--- src/rtl/match_tape.sv ---
`default_nettype none
// ============================================================================
//  Module      : match_tape
//  Description : Trade tape capture. Each trade from the matching engine is
//                stored as {price, inter-trade gap} in a show-ahead FIFO for
//                the host, with overflow/trade counters, a large-price-move
//                pulse and a sticky circuit-breaker violation flag.
//  Revision    : 1.0 - initial release
// ============================================================================
module match_tape #(
    parameter int DEPTH   = 8,  // FIFO entries, power of two, 2..16
    parameter int JUMP_TH = 8   // price-jump threshold in ticks, 1..127
) (
    input  logic        clk,
    input  logic        rst_n,
    input  logic        match_valid_i,
    input  logic [7:0]  match_price_i,
    input  logic [1:0]  cb_state_i,
    input  logic        rd_ack_i,
    input  logic        err_clr_i,
    output logic        rd_valid_o,
    output logic [6:0]  rd_price_o,
    output logic [7:0]  rd_gap_o,
    output logic [4:0]  level_o,
    output logic        full_o,
    output logic [7:0]  drop_cnt_o,
    output logic [15:0] trade_cnt_o,
    output logic [6:0]  last_price_o,
    output logic        jump_pulse_o,
    output logic        pause_err_o
);

    localparam int         AW       = (DEPTH > 1) ? $clog2(DEPTH) : 1;
    localparam logic [4:0] LVL_FULL = 5'(DEPTH);
    localparam logic [6:0] JUMP_MIN = 7'(JUMP_TH);
    localparam logic [1:0] CB_PAUSE = 2'b11;
    localparam logic [7:0] GAP_MAX  = 8'd255;

    // Storage: {price[6:0], gap[7:0]} per entry
    logic [14:0]   mem_q [DEPTH];

    logic [AW-1:0] wr_ptr_q, wr_ptr_d;
    logic [AW-1:0] rd_ptr_q, rd_ptr_d;
    logic [4:0]    level_q,  level_d;
    logic [7:0]    gap_cnt_q, gap_cnt_d;
    logic          seen_q,   seen_d;     // a trade has occurred since reset
    logic [7:0]    drop_q,   drop_d;
    logic [15:0]   trade_q,  trade_d;
    logic [6:0]    last_q,   last_d;
    logic          jump_q,   jump_d;
    logic          pause_q,  pause_d;

    logic [6:0]    price;
    logic          empty;
    logic          is_full;
    logic          pop;
    logic          wr;
    logic          drop;
    logic [7:0]    entry_gap;
    logic [6:0]    diff;
    logic          w_unused_price_msb;

    // Bit 7 of the engine price carries no meaning for the tape
    assign w_unused_price_msb = match_price_i[7];

    assign price     = match_price_i[6:0];
    assign empty     = (level_q == 5'd0);
    assign is_full   = (level_q == LVL_FULL);
    // A pop needs an entry; a push fits if there is room or a pop frees one
    assign pop       = rd_ack_i & ~empty;
    assign wr        = match_valid_i & (~is_full | pop);
    assign drop      = match_valid_i & is_full & ~pop;
    assign entry_gap = seen_q ? gap_cnt_q : GAP_MAX;
    assign diff      = (price >= last_q) ? (price - last_q) : (last_q - price);

    // Next-state computation for pointers, level, counters and flags
    always_comb begin
        wr_ptr_d  = wr_ptr_q;
        rd_ptr_d  = rd_ptr_q;
        level_d   = level_q;
        gap_cnt_d = gap_cnt_q;
        seen_d    = seen_q;
        drop_d    = drop_q;
        trade_d   = trade_q;
        last_d    = last_q;
        jump_d    = 1'b0;
        pause_d   = pause_q;

        if (wr)  wr_ptr_d = wr_ptr_q + 1'b1;
        if (pop) rd_ptr_d = rd_ptr_q + 1'b1;

        case ({wr, pop})
            2'b10:   level_d = level_q + 5'd1;
            2'b01:   level_d = level_q - 5'd1;
            default: level_d = level_q;
        endcase

        if (drop && (drop_q != 8'hFF)) drop_d = drop_q + 8'd1;

        if (match_valid_i) begin
            gap_cnt_d = 8'd1;
            seen_d    = 1'b1;
            trade_d   = trade_q + 16'd1;
            last_d    = price;
            jump_d    = seen_q && (diff >= JUMP_MIN);
        end else if (gap_cnt_q != GAP_MAX) begin
            gap_cnt_d = gap_cnt_q + 8'd1;
        end

        // A fresh violation outranks a clear in the same cycle
        if (match_valid_i && (cb_state_i == CB_PAUSE)) begin
            pause_d = 1'b1;
        end else if (err_clr_i) begin
            pause_d = 1'b0;
        end
    end

    // State registers with asynchronous active-low reset
    always_ff @(posedge clk or negedge rst_n) begin
        if (!rst_n) begin
            wr_ptr_q  <= '0;
            rd_ptr_q  <= '0;
            level_q   <= '0;
            gap_cnt_q <= '0;
            seen_q    <= 1'b0;
            drop_q    <= '0;
            trade_q   <= '0;
            last_q    <= '0;
            jump_q    <= 1'b0;
            pause_q   <= 1'b0;
        end else begin
            wr_ptr_q  <= wr_ptr_d;
            rd_ptr_q  <= rd_ptr_d;
            level_q   <= level_d;
            gap_cnt_q <= gap_cnt_d;
            seen_q    <= seen_d;
            drop_q    <= drop_d;
            trade_q   <= trade_d;
            last_q    <= last_d;
            jump_q    <= jump_d;
            pause_q   <= pause_d;
        end
    end

    // Entry storage; contents are don't-care while level says empty
    always_ff @(posedge clk) begin
        if (wr) mem_q[wr_ptr_q] <= {price, entry_gap};
    end

    // Head data is masked when empty so stale storage never reaches the host
    assign rd_valid_o   = ~empty;
    assign rd_price_o   = rd_valid_o ? mem_q[rd_ptr_q][14:8] : 7'd0;
    assign rd_gap_o     = rd_valid_o ? mem_q[rd_ptr_q][7:0]  : 8'd0;
    assign level_o      = level_q;
    assign full_o       = is_full;
    assign drop_cnt_o   = drop_q;
    assign trade_cnt_o  = trade_q;
    assign last_price_o = last_q;
    assign jump_pulse_o = jump_q;
    assign pause_err_o  = pause_q;

endmodule
`default_nettype wire

--- config.mk ---
export PLATFORM = sky130hd
export DESIGN_NAME = match_tape
export DESIGN_NICKNAME = d
export VERILOG_FILES = /design/src/rtl/match_tape.sv
export SDC_FILE = /design/constraint.sdc
export NUM_CORES = 1
export LEC_CHECK = 0
export CAP_MARGIN = 15
export CELL_PAD_IN_SITES_DETAIL_PLACEMENT = 0
export CELL_PAD_IN_SITES_GLOBAL_PLACEMENT = 1
export CORE_AREA = 2 2 148 114
export DETAILED_ROUTE_END_ITERATION = 8
export DIE_AREA = 0 0 150 116
export MAX_ROUTING_LAYER = met4
export PLACE_DENSITY_LB_ADDON = 0.1
export SETUP_SLACK_MARGIN = 0.5
export SYNTH_ARGS = -nofsm -noshare
export SYNTH_HDL_FRONTEND = slang
export SYNTH_SLANG_ARGS = --single-unit
--- constraint.sdc ---
create_clock -name clk -period 3.77 [get_ports clk]
set_input_delay 0.754 -clock clk [delete_from_list [all_inputs] [get_ports clk]]
set_output_delay 0.754 -clock clk [all_outputs]
set_load 0.005 [all_outputs]
* After elaboration in Yosys (flattened, before gate mapping)
Memory sizes are Yosys's and may differ from the RTL's.
Cells that the tools add are included.
** Storage, ports and cells
- Register bits :: 53
- Bits in writable memories :: 120
- Input port bits :: 15
- Output and inout port bits :: 55
- Word-level logic and storage cells :: 55
- Memories kept :: 1
** Operators by class
- $add $sub $neg :: 9
- Magnitude comparators :: 2
- Eq/ne operators :: 6
- Mux-type cells :: 12
- Bitwise logic cells :: 8
- Reductions and logical operators :: 7
** Memory list
- mem_q :: words 8, bits a word 15, rd ports 1, clocked after memory_dff 0, wr ports 1, line 40 : logic [14:0] mem_q [DEPTH];
** Operators by type and width (count)
- 8-bit 2-to-1 mux :: 4
- 16-bit by 1-bit adder with 16-bit output (second input constant) :: 1
- 8-bit by 1-bit adder with 8-bit output (second input constant) :: 2
- 8-bit inequality test (second input constant) :: 2
- 7-bit 2-to-1 mux :: 2
- 7-bit subtractor :: 2
- 5-bit one-hot mux with 2 select lines :: 1
- 7-bit by 4-bit >= comparator with 1-bit output (second input constant) :: 1
- 7-bit >= comparator :: 1
- 3-bit by 1-bit adder with 3-bit output (second input constant) :: 2
- 2-bit nonzero test :: 3
- 5-bit by 1-bit adder with 5-bit output (second input constant) :: 1
- 5-bit by 4-bit equality test with 1-bit output (second input constant) :: 1
- 5-bit zero test :: 1
- 1-bit 2-to-1 mux :: 5
- 5-bit by 1-bit subtractor with 5-bit output (second input constant) :: 1
- 1-bit AND :: 4
- 2-bit equality test (second input constant) :: 2
- 1-bit logical AND :: 3
- 1-bit NOT :: 3
- 2-bit by 1-bit equality test with 1-bit output (second input constant) :: 1
- 1-bit bitwise OR :: 1

* Logic depth before layout (Yosys ltp)
- Word-level depth :: 7
- Gate-level depth with buffers :: 10
- Mapped depth without buffers :: 10

* Least setup slack after synthesis
No wires, ideal clock.
- Kind :: input to register
- Start :: input match_valid_i
- End :: memory mem_q[4][0] (enable)
- Setup time :: 0.406 ns
- Data arrival time :: 2.542 ns
- Data required time :: 3.364 ns
- Setup slack :: 0.822 ns
- Stages on the path :: 4
- Buffers on the path :: 2
- Path through :: clkbuf_1 > clkbuf_1 > nand3_1 > nor3_1
** Between the ends
- Cells in the longest elaborated chain, start to end :: 3
** RTL lines
- start: declaration :: line 16 : input logic match_valid_i,
- 1-bit AND :: line 71 : assign wr = match_valid_i & (~is_full | pop);
- 1-bit 2-to-1 mux :: line 147 : if (wr) mem_q[wr_ptr_q] <= {price, entry_gap};
- 1-bit 2-to-1 mux (implied by the code) :: line 147
- end: declaration :: line 40
Every way passes these cells.

* Worst setup path after layout
- Start :: register rd_ptr_q[0]
- End :: output rd_gap_o[2]
** Between the ends
- Cells in the longest elaborated chain, start to end :: 2
** RTL lines
- start: declaration :: line 43 : logic [AW-1:0] rd_ptr_q, rd_ptr_d;
- start signal: assignment :: line 133 : rd_ptr_q <= rd_ptr_d;
- memory read 8 x 15 bit
- 8-bit 2-to-1 mux :: line 153 : assign rd_gap_o = rd_valid_o ? mem_q[rd_ptr_q][7:0] : 8'd0;
- end: declaration :: line 23 : output logic [7:0] rd_gap_o,
Every way passes these cells.

==> metrics.txt <==
status completed; GRT overflow 0; DIE WIDTH 150 um; Power Dens Cells 695.1 mW/mm^2; # rows 40; maxcap violations 0; # clock sinks roughly 170; total CTS buffers 17; Clock transition at path regs 70 ps; VDD IR max 0.3671 mV; Place WS 479.1 ps; CP max stage cell dfrtp_2; Diodes inserted 0; sequential area share after synthesis 65.41%; initial drt markers 326; first-pass GRT wire length 23,540 um; fillers around 1,300; final critical-path required period roughly 3100 ps; IO Port Bufs 68; max_slew headroom between 40 and 50%; Vias ~4,300; Syn Inst Count 500; Max Slew Vio Count 0; Core Box Area ~0.016 sq mm; area of the multi-input gates between 0.002 and 0.0025 sq mm; clock root buffer clkbuf_16; Worst-Margin Slew 888.6 ps; Worst path depth 5; drt pass-1 iters 4; synthesis-stage register bit count 173; WHS 445.3 ps; GRT Util Overall 19.29%; RD Place Congestion 0.7563; Starting Density 47.66%; Setup crit start kind flip-flop; vias per std cell 5.327; total power 6.411 mW; Post-layout nets approximately 620; Worst Setup End Kind output pin; final setup TNS 0 ps; initial antenna violation count 0; synthesized area between 0.007 and 0.008 sq mm; unrepaired setup endpoints after global routing yes; die area 0.01740 sq mm; layout cell share with drive strength beyond 1 16.50%; commonest cells after routing, fill and taps aside edfxtp_1, clkdlybuf4s50_1, dfrtp_1; final WL approximately 15,000 um; Yosys cell types 45; Post-Syn Nets 537; pin count of the biggest net entering global routing 40; number of global-route vias before repair 4,292; Critical Path Fanout Max 14; cell count of the worst reg-to-reg path 10; WL/cell 18.59 um; CP Cell Sequence clkbuf_16, mux4_2, mux2i_1, nor2_1, clkdlybuf4s50_1; register area 0.004931 sq mm; Worst EP required around 3000 ps; Setup-failing EPs final 0; Area growth syn-to-layout 22.38%; fmax 318.1 MHz; Longest Clk Path Bufs 2; WP buf/inv 2; # DRC 0; Clk Latency, worst-skew pair 430 ps; Leak Pwr approximately 3.5 nW; fin crit share 83.38%; Hold Vio Cnt, Final 0; CP arrival 2390 ps; worst hold-check path type in -> async; CTS tree done; yosys warns 0; htree depth 4; Die Y 116 um; dpl hpwl 9299 um; Ports 70; final setup margin around 630 ps; final setup skew approximately 7.7 ps; DRT antenna net count 0; CP max stage delay around 510 ps; Avg Cell Area, Syn 15.07 sq um; family with the most delay on the worst path buffers and inverters; commonest non-fill, non-tap cell in the layout edfxtp_1; critical path class reg -> out
[through the flow]
step / instance area, sq um / utilization (%) / std cells
final: 9224 / 58.32 / 810
after global routing: 9224 / 58.32 / 810
after CTS: 9180 / 58.05 / 807
after detailed placement: 8546 / 54.03 / 775
after global placement: 8546 / 54.03 / 775
after floorplan: 7537 / - / 500
[flip-flops by register name, indices dropped and copies added, names as in the netlist]
name,flops
drop_cnt_o,8
mem_q,120
rd_ptr_q,3
last_price_o,7
wr_ptr_q,3
jump_pulse_o,1
trade_cnt_o,16
gap_cnt_q,8
seen_q,1
level_o,5
pause_err_o,1
[cell usage after synthesis, drive strengths merged]
library cell  count  area share, %
a21oi             7           0.46
nor2b             4           0.33
o31ai             2           0.27
xor2             16            1.9
a311oi            2           0.23
nand3b            1           0.10
mux2              5           0.75
edfxtp          120             48
nand4             7           0.58
dfrtp            53             18
o211a             1           0.13
a31oi             3           0.25
xnor2            19            2.2
a21o              3           0.30
buf               4           0.35
clkbuf           13           0.65
a221o             1           0.13
nor4              1          0.083
o21ai            15            1.0
a211o             1           0.12
o211ai            2           0.20
ha               21            3.5
mux2i            18            2.4
nand2b           13            1.1
nand3            21            1.4
inv              23            1.1
or3               3           0.25
nor3             11            1.0
nor4b             1           0.12
and2              1          0.083
fa                1           0.27
mux4             30            9.0
nand2            25            1.2
and3              5           0.42
nor2             39            1.9
a211oi            3           0.30
or2               3           0.25
or4b              1           0.13
or4               1           0.15
[final cells by class]
class | count | area share, %
clock buffers | 17 | 4.612
multi-input cells | 287 | 26.80
flip-flops and latches | 173 | 53.46
well taps | 210 | 2.849
inverters | 23 | 0.9360
repair buffers | 85 | 9.075
clock inverters | 15 | 2.265
[timing repair]
item,in CTS,in global routing
hold buffers,0,0
setup buffers,0,2
resized for setup,0,1
endpoints found under the setup margin,0,12
[report_power, final]
part | switching, mW | total [mW] | internal (mW) | leakage (nW)
logic | 0.861 | 1.97 | 1.11 | 1.45
clock network | 0.746 | 1.87 | 1.12 | 0.301
registers | 0.227 | 2.58 | 2.35 | 1.77
total | 1.83 | 6.41 | 4.58 | 3.53
[worst register-to-register path, cell delays in order (launching register included)]
cell and delay [ps]:
dfrtp_1 440, or4_4 600, o21ai_1 410, or2_2 210
inv_1 70, ha_1 310, nor2b_1 140, o21ai_0 210
a211o_1 160, nand3_1 100, xnor2_1 180
[path summary, 6_finish.rpt]
kind                                  from  slack (ps)         endpoint
hold reg to reg            trade_cnt_o[15]         470  trade_cnt_o[15]
max in group asynchronous            rst_n        2560  last_price_o[3]
setup reg to reg                level_o[1]         830       level_o[4]
setup / recovery               rd_ptr_q[0]         630      rd_gap_o[2]
min in group clk           trade_cnt_o[15]         470  trade_cnt_o[15]
hold / removal                       rst_n         450    drop_cnt_o[0]
[metal layers]
layer	share of wire, %	track usage (%)
met1	49	27.85
met2	45	27.37
met3	4.8	3.819
met4	1.4	7.044
met5	0	-
[kinds of logic after synthesis]
| kind of cell | synth area share [%] |
|---|---|
| xor+xnor | 4.067 |
| compound gates | 3.386 |
| fa+ha+maj | 3.752 |
| buf+inv | 2.141 |
| mux | 12.10 |
| simple gates | 9.147 |
| flops | 65.41 |
No activity file was read; power rests on OpenSTA's default activity.
